[src/rtl/alu_gcd_ctrl_pkg.sv]
// alu_gcd_ctrl_pkg: shared ALU operation codes and GCD controller state encoding
package alu_gcd_ctrl_pkg;
  typedef enum logic [1:0] {
    ALU_ADD = 2'b00,
    ALU_SHR = 2'b01,
    ALU_SUB = 2'b10,
    ALU_SHL = 2'b11
  } alu_op_e;
  typedef enum logic [2:0] {
    S_IDLE  = 3'd0,
    S_CMP   = 3'd1,
    S_SUB_A = 3'd2,
    S_SUB_B = 3'd3,
    S_DONE  = 3'd4
  } state_e;
endpackage

[src/rtl/alu_gcd_ctrl_alu.sv]
// alu_gcd_ctrl_alu: combinational ALU with add, subtract, shifts and an a>b flag
module alu_gcd_ctrl_alu
  import alu_gcd_ctrl_pkg::*;
#(
  parameter int N = 16
) (
  input  alu_op_e        op_i,
  input  logic [N-1:0]   a_i,
  input  logic [N-1:0]   b_i,
  output logic [N-1:0]   q_o,
  output logic           mayor_o
);
  always_comb begin
    q_o = op_i == ALU_ADD ? a_i + b_i :
          op_i == ALU_SUB ? a_i - b_i :
          op_i == ALU_SHR ? a_i >> 1 : a_i << 1;
    mayor_o = a_i > b_i;
  end
endmodule

[src/rtl/alu_gcd_ctrl.sv]
// alu_gcd_ctrl: subtractive GCD sequencer driving one shared ALU, one operation per cycle
module alu_gcd_ctrl
  import alu_gcd_ctrl_pkg::*;
#(
  parameter int N = 16
) (
  input  logic         i_clk,
  input  logic         i_rst,
  input  logic         i_start,
  input  logic [N-1:0] i_a,
  input  logic [N-1:0] i_b,
  output logic         o_busy,
  output logic         o_done,
  output logic [N-1:0] q,
  output logic [N-1:0] o_iter
);
  state_e       state_q, state_d;
  logic [N-1:0] ra_q, ra_d, rb_q, rb_d, res_q, res_d, iter_q, iter_d;
  alu_op_e      alu_op;
  logic [N-1:0] alu_a, alu_b, alu_q;
  logic         alu_mayor;
  logic         finish;
  alu_gcd_ctrl_alu #(.N(N)) u_alu (
    .op_i   (alu_op),
    .a_i    (alu_a),
    .b_i    (alu_b),
    .q_o    (alu_q),
    .mayor_o(alu_mayor)
  );
  always_comb begin
    alu_op = (state_q == S_SUB_A || state_q == S_SUB_B) ? ALU_SUB : ALU_ADD;
    alu_a  = state_q == S_SUB_B ? rb_q : ra_q;
    alu_b  = state_q == S_SUB_B ? ra_q : rb_q;
    finish = rb_q == '0 || ra_q == '0 || ra_q == rb_q;
    state_d = state_q;
    ra_d    = ra_q;
    rb_d    = rb_q;
    res_d   = res_q;
    iter_d  = iter_q;
    case (state_q)
      S_IDLE: if (i_start) begin
        ra_d    = i_a;
        rb_d    = i_b;
        iter_d  = '0;
        state_d = S_CMP;
      end
      S_CMP: begin
        state_d = finish ? S_DONE : alu_mayor ? S_SUB_A : S_SUB_B;
        if (finish) res_d = (rb_q == '0 || ra_q == rb_q) ? ra_q : rb_q;
      end
      S_SUB_A: begin
        ra_d    = alu_q;
        iter_d  = &iter_q ? iter_q : iter_q + N'(1);
        state_d = S_CMP;
      end
      S_SUB_B: begin
        rb_d    = alu_q;
        iter_d  = &iter_q ? iter_q : iter_q + N'(1);
        state_d = S_CMP;
      end
      default: state_d = S_IDLE;
    endcase
  end
  always_ff @(posedge i_clk) begin
    if (i_rst) begin
      state_q <= S_IDLE;
      ra_q    <= '0;
      rb_q    <= '0;
      res_q   <= '0;
      iter_q  <= '0;
    end else begin
      state_q <= state_d;
      ra_q    <= ra_d;
      rb_q    <= rb_d;
      res_q   <= res_d;
      iter_q  <= iter_d;
    end
  end
  assign o_busy = state_q == S_CMP || state_q == S_SUB_A || state_q == S_SUB_B;
  assign o_done = state_q == S_DONE;
  assign q      = res_q;
  assign o_iter = iter_q;
endmodule

[config.mk]
export PLATFORM = sky130hd
export DESIGN_NAME = alu_gcd_ctrl
export DESIGN_NICKNAME = d
export VERILOG_FILES = /design/src/rtl/alu_gcd_ctrl_pkg.sv /design/src/rtl/alu_gcd_ctrl_alu.sv /design/src/rtl/alu_gcd_ctrl.sv
export SDC_FILE = /design/constraint.sdc
export NUM_CORES = 1
export LEC_CHECK = 0
export ABC_AREA = 1
export CAP_MARGIN = 20
export CORE_ASPECT_RATIO = 2
export CORE_MARGIN = 5
export CORE_UTILIZATION = 55
export CTS_CLUSTER_DIAMETER = 50
export CTS_CLUSTER_SIZE = 14
export DETAILED_ROUTE_END_ITERATION = 7
export GPL_ROUTABILITY_DRIVEN = 0
export PLACE_DENSITY = 0.79
export SLEW_MARGIN = 20
export SYNTH_ARGS = -nofsm -noshare
export SYNTH_HDL_FRONTEND = slang
export SYNTH_SLANG_ARGS = --single-unit
export TNS_END_PERCENT = 1
[constraint.sdc]
create_clock -name i_clk -period 2.9 [get_ports i_clk]
set_input_delay 0.58 -clock i_clk [delete_from_list [all_inputs] [get_ports i_clk]]
set_output_delay 0.58 -clock i_clk [all_outputs]
set_load 0.01 [all_outputs]
**Word-level counts from Yosys, hierarchy flattened**

Cells that the tools add are included.

- Reduce and logical (&&, ||, !) cells: 19
- $lt $le $gt $ge: 1
- Equal/unequal tests: 9
- Add/subtract/negate cells: 3
- Multiplexer cells: 18

Operators with widths:

| cell | count |
|---|---|
| $mux 16 | 10 |
| $pmux 16 s2 | 3 |
| $logic_not 16->1 | 2 |
| $add 16x1->16 const B | 1 |
| $add 16x16->16 | 1 |
| $eq 16x16->1 | 1 |
| $gt 16x16->1 | 1 |
| $reduce_and 16->1 | 1 |
| $sub 16x16->16 | 1 |
| $pmux 3 s3 | 1 |
| $eq 3x2->1 const B | 2 |
| $logic_or 1x1->1 | 6 |
| $mux 3 | 2 |
| $reduce_and 2->1 | 3 |
| $reduce_bool 2->1 | 3 |
| $ne 2x2->1 const B | 2 |
| $eq 3x1->1 const B | 1 |
| $eq 3x3->1 const B | 1 |
| $logic_not 3->1 | 1 |
| $reduce_and 3->1 | 1 |
| $eq 2x1->1 const B | 1 |
| $eq 2x2->1 const B | 1 |
| $logic_not 2->1 | 1 |
| $mux 2 | 1 |
| other kinds (2) | 2 |

- Logic and storage cells: 55
- Register bits: 67
- Output and inout bits: 34

**Logic depth before layout (Yosys ltp)**

Gate-level depths: netlist (run 1).

- Depth after elaboration: 8
- Mapped depth: 17
- Mapped depth without buffers: 15

**Cells and area by module**

From an unflattened synthesis (run 1), not the netlist that was laid out.

- Cells, all modules: 1146
- Area, all modules: 6530.0 sq um

By module, submodules not included:

| module | cells an instance | instances | seq. area each (sq um) | area each (sq um) |
|---|---|---|---|---|
| alu_gcd_ctrl | 677 | 1 | 1341.3 | 4088.9 |
| alu_gcd_ctrl_alu | 469 | 1 | 0.0 | 2441.1 |

**Worst setup path after synthesis (run 1)**

Ideal clock, no wire load.

- Kind: register -> register
- Start: reg state_q[0]
- End: reg rb_q[10]
- Data arrival time: 1.865 ns
- Clock period less this slack: 1.997 ns
- Slack: 0.903 ns
- Cell stages (with the launch flop): 18
- Library setup time: 0.132 ns
- Required time: 2.768 ns
- Buffers on the path: 2
- Cells stage by stage: dfxtp_1 > buf_2 > nand2_2 > nor2_4 > buf_4 > nand2_1 > and2_1 > ha_1 > inv_1 > nand2_1 > nand3_1 > nand3_1 > nand2_1 > nand2_1 > xor2_1 > nand2_1 > nand2_1 > a21oi_1

- Cells in the longest elaborated chain, start to end: 8

Ends and longest elaborated chain:

| element | line | text |
|---|---|---|
| start, declared | alu_gcd_ctrl.sv:17 | `state_e state_q, state_d;` |
| start signal, assigned | alu_gcd_ctrl.sv:72 | `state_q <= state_d;` |
| parallel branches: the longest is 8 deep, another holds $sub 16x16->16 | -- |  |
| end signal, assigned | alu_gcd_ctrl.sv:74 | `rb_q <= rb_d;` |
| end, declared | alu_gcd_ctrl.sv:18 | `logic [N-1:0] ra_q, ra_d, rb_q, rb_d, res_q, res_d, iter_q, iter_d;` |

Several ways; the timed one is not identified.
A chain may end at the register's enable or synchronous reset.

**Worst setup path after layout (run 1)**

- Start: reg iter_q[0] (netlist: o_iter[0])
- End: reg iter_q[11] (netlist: o_iter[11])

- Cells in the longest elaborated chain, start to end: 3

Ends and longest elaborated chain:

| element | line | text |
|---|---|---|
| start, declared | alu_gcd_ctrl.sv:18 |  |
| start signal, assigned | alu_gcd_ctrl.sv:76 | `iter_q <= iter_d;` |
| $add 16x1->16 or $reduce_and 16->1 (tied branches) | alu_gcd_ctrl.sv:53, alu_gcd_ctrl.sv:58 |  |
| $mux 16 or $ne 2x2->1 (tied branches) | -- |  |
| $pmux 16 s2 or $reduce_and 3->1 (tied branches) | -- |  |

Parallel ways exist; a longest one is shown, timed or not. The select of a mux whose other input is x is not followed.

==> results.json, run 1 <==
{
  "post-synth-top-area-fraction_pct": 28.7,
  "syn-num-nets": 823,
  "p_leak_uw": 0.00248,
  "via_per_inst": 5.79,
  "cts_root_buffer": "sky130_fd_sc_hd__clkbuf_16",
  "timing.critical_path.to_type": "register",
  "first_global_vias": 5371,
  "worst-setup-path-type": "reg -> reg",
  "yosysMostFrequentCell": "sky130_fd_sc_hd__nand2_1",
  "synth_enable_flop_cells": 0,
  "area_delta_synth_final_pct": 22.2,
  "overall_track_demand_over_capacity_in_global_routing_pct": 30.3,
  "highest_net_fanout_along_the_worst_path": 14,
  "drc": 0,
  "fin_ws_ns": 0.454,
  "cts.clk_slew.worst_paths_ns": 0.05,
  "final-max-slew-violation-count": 0,
  "hold_class": "reg -> reg",
  "rsz0062_at_grt": "false",
  "layout_min_cycle_time_ns": 2.45,
  "pre_cts_ws_ns": 0.413,
  "cts_hold_repair.buffers": 0,
  "reg2reg_depth": 15,
  "hpwlAfterDp_um": 11600,
  "die_area_um2": 10600,
  "max_freq_mhz": 409,
  "antennaDiodeCount": 0,
  "finClkSkew_ns": 0.00559,
  "post_synth_num_cell_types": 37,
  "worst-endpoint-required_ns": 3.17,
  "multi_input_area_um2": 2810,
  "min_from": "o_iter[13]",
  "cts_made_buffers": 9,
  "worstPathArrival_ns": 2.71,
  "netlist_instances": 770,
  "register_bit_total_from_synthesis": 67,
  "grt_first_pass_wirelength_um": 24700,
  "cts-htree-levels": 3,
  "placed_cells": 917,
  "wire_per_inst_um": 16.6,
  "clock_latency_ns": 0.34,
  "setup_violations": 0,
  "die_height_um": 140,
  "syn_area_um2": 4670,
  "rr_startpoint": "o_iter[0]",
  "finish.cell_count_without_fillers": 932,
  "num-nets-final": 883,
  "core_region_area_um2": 8290,
  "synth_area_leaders": "sky130_fd_sc_hd__dfxtp_1, sky130_fd_sc_hd__nand2_1, sky130_fd_sc_hd__nor2_1",
  "asyncSetResetFlopFracSynth_pct": 0,
  "yosysSeqAreaShare_pct": 28.7,
  "cts_sinks": 67,
  "tritoncts": "built",
  "critical_path.slowest_cell": "sky130_fd_sc_hd__dfxtp_1",
  "critPathMaxStageDelay_ns": 0.42,
  "power_per_cell_area_nw_per_um2": 750,
  "ir_worst_vdd_mv": 0.496,
  "tightestPinTransition_ns": 0.658,
  "hold_slack_ns": 0.485,
  "result_of_the_run": "completed",
  "reg2reg_setup_slack_ns": 0.45,
  "critical_path.most_common_cell": "sky130_fd_sc_hd__nand2_1",
  "drv.max_cap_violation_count": 0,
  "num-fill-cells": 750,
  "grt_remaining_overflow": 0,
  "cts.repair.resized": 0,
  "number_of_antenna_violations_at_the_first_check_in_global_routing": 0,
  "worst_setup_path_start_kind": "register",
  "tns_ns": 0,
  "flip_flop_cell_with_the_highest_count_after_synthesis": "sky130_fd_sc_hd__dfxtp_1",
  "routed-via-count": 5394,
  "drt-initial-drc-count": 519,
  "count_of_buffers_added_by_post_cts_timing_repair_for_setup": 0,
  "seqCellArea_um2": 1340,
  "initial_utilization_pct": 56.4,
  "io_buffer_count": 68,
  "io_pins": 69,
  "num_rows": 47,
  "timing_hold_violations_final": 0,
  "antenna_violating_nets_post_route": 0,
  "r2r_end": "o_iter[11]",
  "syn_avg_cell_area_um2": 6.07,
  "cp_cell_sequence": "ha_1, nand2_1, nor2_1, nand2_1, nor2_2, nand2_2, nor2_4, nand2_1, nand2_1, nand3_1, nand2_2, inv_2, nand2_1, o21ai_0, a21boi_0",
  "synth_largest_area_cell": "sky130_fd_sc_hd__dfxtp_1",
  "cts_buffer_depth": 2,
  "min_delay_worst_endpoint": "o_iter[13]",
  "synth_common_cells": "sky130_fd_sc_hd__nand2_1, sky130_fd_sc_hd__nor2_1, sky130_fd_sc_hd__inv_1",
  "ys_warn_count": 0,
  "final_layout_size_suffix_gt1_share_pct": 6.12,
  "slew_headroom_pct": 56.1,
  "largest_net_degree_at_the_start_of_global_routing": 30,
  "die-width_um": 75.2,
  "detail_route.wirelength_um": 15500,
  "firstDrtPassIters": 5,
  "whs_path_depth": 2,
  "timing.final.crit_share_pct": 84.3
}
-- layer usage --
metal	vias to the layer above	global-route usage (%)	wire [µm]
met4	0	22.8	1200
met3	82	5.67	883
met1	2436	30.3	5300
li1	2616	-	-
met5	-	0	0
met2	260	52.3	8110
-- area by class of cell --
| type | instances | area share [%] |
|---|---|---|
| repair buffers | 80 | 13.5 |
| multi-input cells | 578 | 49.3 |
| clock buffers | 10 | 4.01 |
| well taps | 98 | 2.15 |
| flip-flops and latches | 67 | 23.5 |
| inverters | 94 | 6.18 |
| clock inverters | 5 | 1.38 |
-- kinds of logic after synthesis --
group | count (synthesis) | share of synthesized area (%)
buffers and inverters | 125 | 11.1
xor gates and xnor gates | 3 | 0.562
DFF | 67 | 28.7
and+or+nand+nor | 426 | 39.0
muxes | 2 | 0.428
adders and majority gates | 18 | 4.98
AOI/OAI and AO/OA | 129 | 15.3
-- where the power goes --
| group | switching (µW) | leakage, µW | internal (µW) |
|---|---|---|---|
| Combinational | 1290 | 0.00178 | 643 |
| Sequential | 141 | 0.000547 | 1040 |
| Clock | 424 | 0.000152 | 746 |
-- registers in the layout, summed over array words and instances, names as in the netlist --
register and flops:
q 16, state_q 3, ra_q 16, o_iter 16, rb_q 16
-- cell usage in the layout, fill, tap and decap left out, types with 3 or more instances in the layout --
master	count
sky130_fd_sc_hd__nor3_1	7
sky130_fd_sc_hd__clkbuf_16	9
sky130_fd_sc_hd__nor2_2	3
sky130_fd_sc_hd__nand2_2	4
sky130_fd_sc_hd__inv_2	6
sky130_fd_sc_hd__o211ai_1	11
sky130_fd_sc_hd__dfxtp_1	67
sky130_fd_sc_hd__ha_1	17
sky130_fd_sc_hd__o21ai_0	58
sky130_fd_sc_hd__clkdlybuf4s50_1	68
sky130_fd_sc_hd__inv_1	88
sky130_fd_sc_hd__buf_4	12
sky130_fd_sc_hd__nor2_1	105
sky130_fd_sc_hd__xor2_1	3
sky130_fd_sc_hd__nand2_1	212
sky130_fd_sc_hd__nor4_1	10
sky130_fd_sc_hd__nand4_1	27
sky130_fd_sc_hd__or2_2	5
sky130_fd_sc_hd__nand3_1	48
sky130_fd_sc_hd__a31oi_1	3
sky130_fd_sc_hd__a21oi_1	47
-- how the worst max path moves through the flow --
| stage | depth (start not counted) | endpoint | slack [ns] | from |
|---|---|---|---|---|
| floorplan | 17 | rb_q[10] | 0.90 | state_q[0] |
| global placement | 7 | rb_q[10] | 0.44 | i_start |
| detailed placement | 7 | rb_q[10] | 0.41 | i_start |
| CTS | 15 | o_iter[11] | 0.46 | o_iter[0] |
| global route | 15 | o_iter[11] | 0.18 | o_iter[0] |
| finish | 15 | o_iter[11] | 0.45 | o_iter[0] |
-- worst max-delay path, delay by kind of cell, from the launching register on --
family / cells / cell delay (ns)
compound gates: 2 / 0.28
fa+ha+maj: 1 / 0.20
buf+inv: 1 / 0.18
flops: 1 / 0.42
simple gates: 11 / 1.30
-- per-stage QoR --
step	util (%)	total power, µW	cell area [µm²]
finish	68.9	4280	5710
global route	68.9	4560	5710
CTS	68.9	4250	5710
detailed placement	65.1	3070	5400
global placement	65.1	3030	5400
floorplan	-	2500	4670
No activity file was read; power rests on OpenSTA's default activity.
==> inputs of run 2 (changes only) <==
Settings changed: CORE_UTILIZATION 55 to 50, PLACE_DENSITY 0.79 to 0.75.
Clock period 2.9 ns to 2.1 ns, I/O delays scaled along.
==> results.json, run 2 (same netlist as run 1, synthesis figures left out) <==
{
  "finClkSkew_ns": 0.00709,
  "cts_made_buffers": 9,
  "die_height_um": 147,
  "grt_remaining_overflow": 0,
  "grt_first_pass_wirelength_um": 26100,
  "core_region_area_um2": 9260,
  "gr-usage-met3_pct": 4.97,
  "die_area_um2": 11500,
  "drv.max_cap_violation_count": 0,
  "result_of_the_run": "finished, violations left",
  "timing_hold_violations_final": 0,
  "drc": 0,
  "tritoncts": "built",
  "hold_class": "reg -> reg",
  "overall_track_demand_over_capacity_in_global_routing_pct": 28.8,
  "timing.final.crit_share_pct": 102,
  "critical_path.most_common_cell": "sky130_fd_sc_hd__buf_4",
  "io_buffer_count": 68,
  "critPathMaxStageDelay_ns": 0.41,
  "first_global_vias": 5690,
  "power_per_cell_area_nw_per_um2": 1010,
  "firstDrtPassIters": 7,
  "initial_utilization_pct": 50.5,
  "clock_latency_ns": 0.34,
  "antenna_violating_nets_post_route": 0,
  "final-max-slew-violation-count": 0,
  "detail_route.wirelength_um": 17200,
  "reg2reg_setup_slack_ns": -0.04,
  "groute.layer.met2.usage_pct": 53.5,
  "grt-busiest-layer": "met2",
  "number_of_antenna_violations_at_the_first_check_in_global_routing": 0,
  "cts.clk_slew.worst_paths_ns": 0.06,
  "p_leak_uw": 0.00285,
  "timing.critical_path.to_type": "register",
  "cts_buffer_depth": 2,
  "setup_violations": 15,
  "rsz0062_at_grt": "true",
  "io_pins": 69,
  "totalPowerFinal_uw": 6660,
  "largest_net_degree_at_the_start_of_global_routing": 30,
  "antennaDiodeCount": 0,
  "worst-setup-path-type": "reg -> reg",
  "worstPathArrival_ns": 2.41,
  "cts_sinks": 67,
  "die-width_um": 78.4,
  "violations": "setup timing",
  "drt-initial-drc-count": 465,
  "highest_net_fanout_along_the_worst_path": 7,
  "layout_common_cells": "sky130_fd_sc_hd__nand2_1, sky130_fd_sc_hd__nor2_1, sky130_fd_sc_hd__inv_1",
  "wire_per_inst_um": 17.1,
  "pre_cts_ws_ns": -0.0598,
  "max_freq_mhz": 468,
  "worst_setup_path_start_kind": "register",
  "final_common_cell": "sky130_fd_sc_hd__nand2_1",
  "cp_cell_sequence": "buf_4, nor4_1, buf_4, nand4_1, nand2_4, inv_4, a21oi_4, buf_12, clkbuf_16, o21ai_0, nor2_1",
  "cts_hold_repair.buffers": 0,
  "routed-via-count": 5822,
  "critical_path.slowest_cell": "sky130_fd_sc_hd__nor4_1",
  "num_rows": 50,
  "cts-htree-levels": 3,
  "area_delta_synth_final_pct": 40.9,
  "slew_headroom_pct": 64.4,
  "layout_min_cycle_time_ns": 2.14,
  "via_per_inst": 5.78,
  "hpwlAfterDp_um": 12300,
  "fin_ws_ns": -0.0365,
  "num-nets-final": 952,
  "design_area_um2": 6580,
  "post-route-util_pct": 71.1,
  "final_layout_size_suffix_gt1_share_pct": 19.6,
  "globalRouteMet1Util_pct": 26.2,
  "ir_worst_vdd_mv": 0.634,
  "detailed_place.area_um2": 5870,
  "tightestPinTransition_ns": 0.529,
  "cts_root_buffer": "sky130_fd_sc_hd__clkbuf_16",
  "worst-endpoint-required_ns": 2.37
}
[run 2: cell types whose count changed in the layout (fill, tap and decap cells not counted), sizes merged]
cell           delta
buf              +68
bufinv            -1
clkbuf            +2
clkdlybuf4s50     -1
clkinv            +1
dlygate4sd2       +1
[run 2: path summary, 6_finish.rpt]
kind | startpoint | endpoint | cells past startpoint
worst max-delay path | rb_q[11] | q[2] | 11
worst min register to register | o_iter[13] | o_iter[13] | 2
worst max register to register | rb_q[11] | q[2] | 11
worst min-delay path | o_iter[13] | o_iter[13] | 2
[run 2: power by group]
part / switching [µW] / total, µW / internal (µW)
clock: 569 / 1480 / 915
sequential: 142 / 1590 / 1440
combinational: 2130 / 3590 / 1460
[run 2: per-stage QoR]
stage          TNS, ns  hold slack, ns  cells
3_5_place_dp   -0.0772           0.483    981
6_report        -0.226           0.485   1008
4_1_cts        -0.0336           0.493    997
3_3_place_gp         0           0.468    981
2_1_floorplan        0           0.475    770
5_1_grt          -1.13           0.516   1008
[run 2: worst max-delay path, delay by kind of cell, from the launching register on]
| kind | cells | cell delay, ns |
|---|---|---|
| simple gates | 4 | 0.83 |
| buf+inv | 5 | 0.67 |
| flops | 1 | 0.33 |
| compound gates | 2 | 0.23 |
[run 2: layout make-up]
| class | count | area [µm²] |
|---|---|---|
| Tap cell | 104 | 130 |
| Multi-Input combinational cell | 578 | 3070 |
| Inverter | 94 | 365 |
| Fill cell | 770 | 2680 |
| Sequential cell | 67 | 1360 |
| Clock buffer | 11 | 233 |
| Timing Repair Buffer | 149 | 1370 |
| Clock inverter | 5 | 53.8 |
[run 2: layer usage]
layer	vias to the layer above	wire [µm]
met1	2677	5750
met3	114	896
li1	2764	-
met4	0	1500
met5	-	0
met2	267	9040
[run 2: what timing repair did]
item,4_1_cts,5_1_grt
gates cloned,0,1
gates resized for setup,12,73
endpoints found under the setup margin,11,56
hold endpoints to repair,0,0
setup buffers,0,10
pin swaps,0,19
